**src/rtl/hilo_muldiv.sv**
```systemverilog
// hilo_muldiv: multi-cycle HI/LO multiply/divide unit (radix-2 shift-add / restoring divide) with mthi/mtlo writes.
// Optional macro HILO_FWD_EN forwards accepted mthi/mtlo data combinationally onto outHI/outLO.
module hilo_muldiv #(
    parameter int WIDTH = 32,
    parameter int ITER  = 32
) (
    input  logic             clk,
    input  logic             reset,
    input  logic             start,
    input  logic             op,
    input  logic             sign,
    input  logic [WIDTH-1:0] A,
    input  logic [WIDTH-1:0] B,
    input  logic             hi_we,
    input  logic             lo_we,
    input  logic [WIDTH-1:0] wdata,
    output logic [WIDTH-1:0] outHI,
    output logic [WIDTH-1:0] outLO,
    output logic             busy,
    output logic             done,
    output logic             divZero
);
    localparam int CW = $clog2(ITER);

    typedef enum logic [1:0] {IDLE, CALC, FINISH} state_t;

    state_t               r_state, w_next;
    logic [CW-1:0]        r_cnt;
    logic [2*WIDTH-1:0]   r_p, w_mres;
    logic [WIDTH-1:0]     r_m, r_a, r_hi, r_lo;
    logic [WIDTH-1:0]     w_a_mag, w_b_mag, w_q, w_r, w_diff;
    logic [WIDTH:0]       w_sum, w_rs;
    logic                 r_op, r_neg, r_rneg, r_dz, r_done, r_div_zero;
    logic                 w_sa, w_sb, w_ge, w_idle;

    always_ff @(posedge clk or posedge reset) begin
        if (reset) r_state <= IDLE;
        else       r_state <= w_next;
    end

    always_comb begin
        w_next = r_state;
        w_next = (r_state == IDLE) ? (start ? CALC : IDLE) :
                 (r_state == CALC) ? ((r_cnt == CW'(ITER - 1)) ? FINISH : CALC) : IDLE;
    end

    assign w_idle  = r_state == IDLE;
    assign w_sa    = sign & A[WIDTH-1];
    assign w_sb    = sign & B[WIDTH-1];
    assign w_a_mag = w_sa ? -A : A;
    assign w_b_mag = w_sb ? -B : B;

    // r_p holds {acc, multiplier} for multiply and {remainder, dividend/quotient} for divide
    assign w_sum  = {1'b0, r_p[2*WIDTH-1:WIDTH]} + (r_p[0] ? {1'b0, r_m} : '0);
    assign w_rs   = r_p[2*WIDTH-1:WIDTH-1];
    assign w_ge   = w_rs >= {1'b0, r_m};
    assign w_diff = w_rs[WIDTH-1:0] - r_m;
    assign w_mres = r_neg ? -r_p : r_p;
    assign w_q    = r_neg ? -r_p[WIDTH-1:0] : r_p[WIDTH-1:0];
    assign w_r    = r_rneg ? -r_p[2*WIDTH-1:WIDTH] : r_p[2*WIDTH-1:WIDTH];

    always_ff @(posedge clk or posedge reset) begin
        if (reset) begin
            r_cnt      <= '0;
            r_p        <= '0;
            r_m        <= '0;
            r_a        <= '0;
            r_hi       <= '0;
            r_lo       <= '0;
            r_op       <= 1'b0;
            r_neg      <= 1'b0;
            r_rneg     <= 1'b0;
            r_dz       <= 1'b0;
            r_done     <= 1'b0;
            r_div_zero <= 1'b0;
        end else if (r_state == IDLE) begin
            r_done <= 1'b0;
            if (hi_we) r_hi <= wdata;
            if (lo_we) r_lo <= wdata;
            if (start) begin
                r_op       <= op;
                r_m        <= w_b_mag;
                r_p        <= {{WIDTH{1'b0}}, w_a_mag};
                r_a        <= A;
                r_neg      <= w_sa ^ w_sb;
                r_rneg     <= w_sa;
                r_dz       <= op & (B == '0);
                r_div_zero <= 1'b0;
                r_cnt      <= '0;
            end
        end else if (r_state == CALC) begin
            r_p   <= r_op ? {w_ge ? w_diff : w_rs[WIDTH-1:0], r_p[WIDTH-2:0], w_ge}
                          : {w_sum, r_p[WIDTH-1:1]};
            r_cnt <= r_cnt + 1'b1;
        end else begin
            r_done     <= 1'b1;
            r_hi       <= r_dz ? r_a : r_op ? w_r : w_mres[2*WIDTH-1:WIDTH];
            r_lo       <= r_dz ? '1  : r_op ? w_q : w_mres[WIDTH-1:0];
            r_div_zero <= r_dz;
        end
    end

`ifdef HILO_FWD_EN
    assign outHI = (w_idle && hi_we) ? wdata : r_hi;
    assign outLO = (w_idle && lo_we) ? wdata : r_lo;
`else
    assign outHI = r_hi;
    assign outLO = r_lo;
`endif
    assign busy    = !w_idle;
    assign done    = r_done;
    assign divZero = r_div_zero;
endmodule

```
**config.mk**
```make
export PLATFORM = sky130hd
export DESIGN_NAME = hilo_muldiv
export DESIGN_NICKNAME = d
export VERILOG_FILES = /design/src/rtl/hilo_muldiv.sv
export SDC_FILE = /design/constraint.sdc
export NUM_CORES = 1
export LEC_CHECK = 0
export CAP_MARGIN = 20
export CORE_UTILIZATION = 50
export CTS_BUF_LIST = sky130_fd_sc_hd__clkbuf_4 sky130_fd_sc_hd__clkbuf_8
export DETAILED_ROUTE_END_ITERATION = 10
export PLACE_DENSITY = 0.72
export SLEW_MARGIN = 20
export SYNTH_ARGS = -nofsm -noshare
export SYNTH_HDL_FRONTEND = slang
export SYNTH_SLANG_ARGS = --single-unit
```
**constraint.sdc**
```tcl
create_clock -name clk -period 14.2 [get_ports clk]
set_input_delay 2.84 -clock clk [delete_from_list [all_inputs] [get_ports clk]]
set_output_delay 2.84 -clock clk [all_outputs]
set_load 0.01 [all_outputs]
```
==> results.md <==
- The run finished with clean final reports.
- Of the available clock period, the critical path in the final layout requires 0.420.
- The deepest level of the CTS H-tree is 2.
- After clock tree synthesis, the flow added hold-fix buffers numbering 0.
- The largest fanout of any net on the critical path is 5.
- Dividing total power by cell area gives a power density of between 200 and 300 nW/um2.
- The share of synthesized area spent on multiplexers is 0.0391.
- The routed layout has approximately 15k vias.
- Along the worst hold path, the cell count comes to 2.
- The compound-cell area share of the yosys netlist is 0.238.
- The count of cell types in the netlist is about 70.
- Port buffering added between 150 and 200 buffers.
- The headroom to the max-slew limit is 0.239.
- The number of max-cap violations is 0.
- The type of the worst setup path is in2reg.
- The post-route antenna net violation count is 0.
- The detailed router put a total of about 23 mm of wire on met1.
- After detailed routing, the average wire length per cell comes to around 22 um.
- Summed over all layers, the routed wires come to 53.8 mm.
- The area fraction in and, or, nand and nor cells after synthesis is 0.194.
- The signal on the critical path passes through clkdlybuf4s50_1 > inv_1 > ha_1 > or3b_2 > nor4_1 > nand2_1 > nor3_1 > nand2_1 > o41ai_1 > xnor2_1 > a21oi_1 > o21ai_0.
- The top routing layer in use is met4.
- The startpoint identified for the worst hold timing path is r_a[2].
- Broken down by cell family, the worst path's largest delay share belongs to simple AND/OR/NAND/NOR gates.
- Counting along the longest clock path gives a buffer depth of 3.
- The share of the synthesized netlist area taken by xor and xnor gates is 0.0944.
- The net count after synthesis is ~2.1k.
- The number of max-slew violations in the final report is 0.
- Setup repair after global routing left no endpoint under its margin.
- The terminus of the critical flop-to-flop path is outHI[22].
- The static leakage is 7.84 nW.
- Synthesis handed over a netlist of 1,970 instances.
- With fillers left out, the area of the finished cells amounts to between 15,000 and 20,000 um2.
- The die area is approximately 32,000 um2.
- In this design, the critical path's most frequently occurring cell is sky130_fd_sc_hd__nand2_1.
- After detailed routing, the number of remaining DRC violations is 0.
- Leaving out fill and tap cells, the most frequent cells in the layout are 306 x sky130_fd_sc_hd__nand2_1, 205 x sky130_fd_sc_hd__o21ai_0, 204 x sky130_fd_sc_hd__dfrtp_1.
- The critical path data arrival time is around 6.4 ns.
- In the final layout, the share of cells above drive strength 1 is 0.0524.
- The final layout contains around 2.2k nets.
- The number of flops mapped to enable cells by yosys is 0.
- Of the total synthesized cell area, the portion taken by full adders, half adders and majority gates is 0.0588.
- After detailed routing, the number of vias per cell comes to 6.21.
- The floorplan step defined a core boundary enclosing between 30,000 and 40,000 um2.
- The Yosys step of the flow raised 0 warnings.
- The sort of element at the end of the critical path is a flip-flop.
- Synthesis inferred 205 register bits.
- The die is ~180 um wide.
- The total count of hold-check failures in the final report is 0.
- The first detailed-routing pass took 5 iterations.
- The part of the Yosys area used for sequential elements is 0.329.
- The via count of the first global-routing pass was 14.3k.
- The prevailing post-synth register cell is sky130_fd_sc_hd__dfrtp_1.
- TritonCTS built the clock tree.
- The instance area after placement is 17,500 um2.
- The repair_antennas step left the layout with diodes totalling 0.
- After layout, the minimum clock period comes to just under 6 ns.
- The endpoint required time on the critical path is ~15 ns.
- Relative to the synthesized area, the layout overhead comes to 17.2%.
- The final hold slack is roughly 0.47 ns.
- The number of cell instances on the worst register-to-register path is 11.
- For this configuration, the core starts out at a cell density of 0.509.
- The maximum number of pins on one net before global-route repair is 95.
- STA classifies the critical path startpoint as an input pin.
- The upper clock frequency limit is approximately 170 MHz.
- The post-CTS clock slew at the launch and capture registers of the worst setup and hold paths is ~0.070 ns.
- After the first detailed-routing iteration, the DRC count stood at between 1.5k and 2k.
- For flop-to-flop paths, the worst setup slack is around 9.5 ns.
- The combined buffer and inverter count along the critical path is 2.
- The cell at the slowest stage of the critical path is sky130_fd_sc_hd__nor4_1.
- The average footprint of a synthesized cell is approximately 8 um2.
- The congestion estimate from routability-driven global placement came to roughly 0.94.
- Across the VDD grid, the largest voltage drop is about 0.00012 V.
- The most common library cell in the layout ignoring fill and taps is sky130_fd_sc_hd__nand2_1.
- The CTS buffer count is 38.
- The floorplan has 64 rows.
- In this design, the stage delay of the slowest critical-path cell is 0.70 ns.
- The tightest min-delay check is of the reg2reg type.
- The global-route wire length before repair is 82.7 mm.
- The number of gates resized after CTS was 0.
- The combinational family with the most area after synthesis is compound AO/OA/AOI/OAI gates.
- The source of the worst register-to-register timing path is r_p[0].
- Once detailed placement completed, the half-perimeter wirelength came to 40.7 mm.
- Detailed routing placed a total of 4.78 mm of wire on met3.
- The worst hold path terminates at r_a[2].
- Summed over all failing endpoints, the final setup total negative slack is 0 ns.
- In the global route stage, overall resource usage came out at 0.339.
- The transition time at the pin with the least slew margin is about 1.1 ns.
- The post-CTS setup buffer count is 0.
- Wire segments on met2 add up to 24.1 mm in the final route.
- From bottom edge to top edge, the die measures 179 um.
- For this design, the sink count on the clock tree is 205.
- The setup skew after layout is around 0.037 ns.
- For this run the aggregate overflow at the end of global routing stands at 0.
- After synthesis, the share of flip-flops with an asynchronous set or reset is 1.00.
- Pin placement for this block handled 170 I/O pins.
- The insertion delay to the later sink of the worst-skew pair is 0.55 ns.
- CTS placed an instance of sky130_fd_sc_hd__clkbuf_8 at the clock tree root.
- The total of endpoints with negative setup slack in the final report is 0.
- The initial antenna violation count was 0.
- The cell area that synthesis handed to floorplanning was roughly 16,000 um2.
layer usage:
| layer | global-route usage | vias to the layer above |
|---|---|---|
| met3 | 0.0571 | 104 |
| met4 | 0.128 | 0 |
| met1 | 0.456 | 7326 |
| met5 | 0 | - |
| met2 | 0.543 | 799 |
| li1 | - | 7255 |
synthesized netlist by cell type (19+ instances only):
cell	number	area, um2
sky130_fd_sc_hd__dfrtp_1	205	5130
sky130_fd_sc_hd__a31oi_1	19	119
sky130_fd_sc_hd__nand2b_1	21	131
sky130_fd_sc_hd__nor3_1	35	175
sky130_fd_sc_hd__xnor2_1	101	885
sky130_fd_sc_hd__a21o_1	28	210
sky130_fd_sc_hd__o31ai_1	27	203
sky130_fd_sc_hd__o41ai_1	19	166
sky130_fd_sc_hd__a21oi_1	152	761
sky130_fd_sc_hd__mux2i_1	56	561
sky130_fd_sc_hd__ha_1	70	876
sky130_fd_sc_hd__nand2_1	307	1150
sky130_fd_sc_hd__nor2_1	152	571
sky130_fd_sc_hd__o221ai_1	23	201
sky130_fd_sc_hd__xor2_1	67	587
sky130_fd_sc_hd__inv_1	65	244
sky130_fd_sc_hd__o22ai_1	32	200
sky130_fd_sc_hd__nand3_1	32	160
sky130_fd_sc_hd__clkbuf_1	109	409
sky130_fd_sc_hd__o21ai_0	205	1030
metrics by stage:
step                      total power, mW  std cells   util  setup slack [ns]
after detailed placement             4.30       2428  0.571              7.76
after global placement               4.26       2428  0.571              7.91
after floorplan                      3.34       1970      -              5.76
after global routing                 5.35       2495  0.597              8.04
final                                4.98       2495  0.597              8.23
after CTS                            4.91       2495  0.597              8.35
power by group:
part / leakage [nW] / switching, mW / internal (mW)
clock: 0.420 / 0.257 / 0.340
combinational: 4.91 / 1.89 / 1.30
sequential: 2.51 / 0.341 / 0.862
total: 7.84 / 2.48 / 2.50
layout make-up:
class | count | area [um2]
clock inverter | 4 | 25.0
tap | 396 | 495
multi-input combinational | 1574 | 9770
fill | 2784 | 12300
inverter | 66 | 255
clock buffer | 63 | 767
sequential | 205 | 5130
timing repair buffer | 187 | 1830
state kept, by name, summed over array words and instances, names as in the netlist:
signal and count:
r_p 64, outHI 32, outLO 32, r_a 32
r_m 32, r_cnt 5, r_state 2, divZero 1
done 1, r_dz 1, r_neg 1, r_op 1
r_rneg 1
worst min-delay path, cell delays in order, from the launching register on:
cell and delay (ns):
sky130_fd_sc_hd__dfrtp_1 0.33, sky130_fd_sc_hd__nand2_1 0.05, sky130_fd_sc_hd__nand2_1 0.06
cells by family (layout without fill, tap and decap cells):
group	Yosys count	after routing
flops	205	205
buf+inv	191	320
fa+ha+maj	72	72
compound gates	606	606
simple gates	668	668
xor+xnor	168	168
mux	60	60
worst max path at each step:
| stage | to | cells after the start | from | slack, ns |
|---|---|---|---|---|
| finish | r_p[28] | 12 | A[1] | 8.23 |
| global route | r_p[28] | 12 | A[0] | 8.04 |
| CTS | r_p[28] | 12 | A[1] | 8.35 |
| detailed placement | r_p[28] | 12 | A[1] | 7.76 |
| global placement | r_p[28] | 12 | A[0] | 7.91 |
| floorplan | divZero | 1 | reset | 5.76 |
No activity file was read; power rests on OpenSTA's default activity.
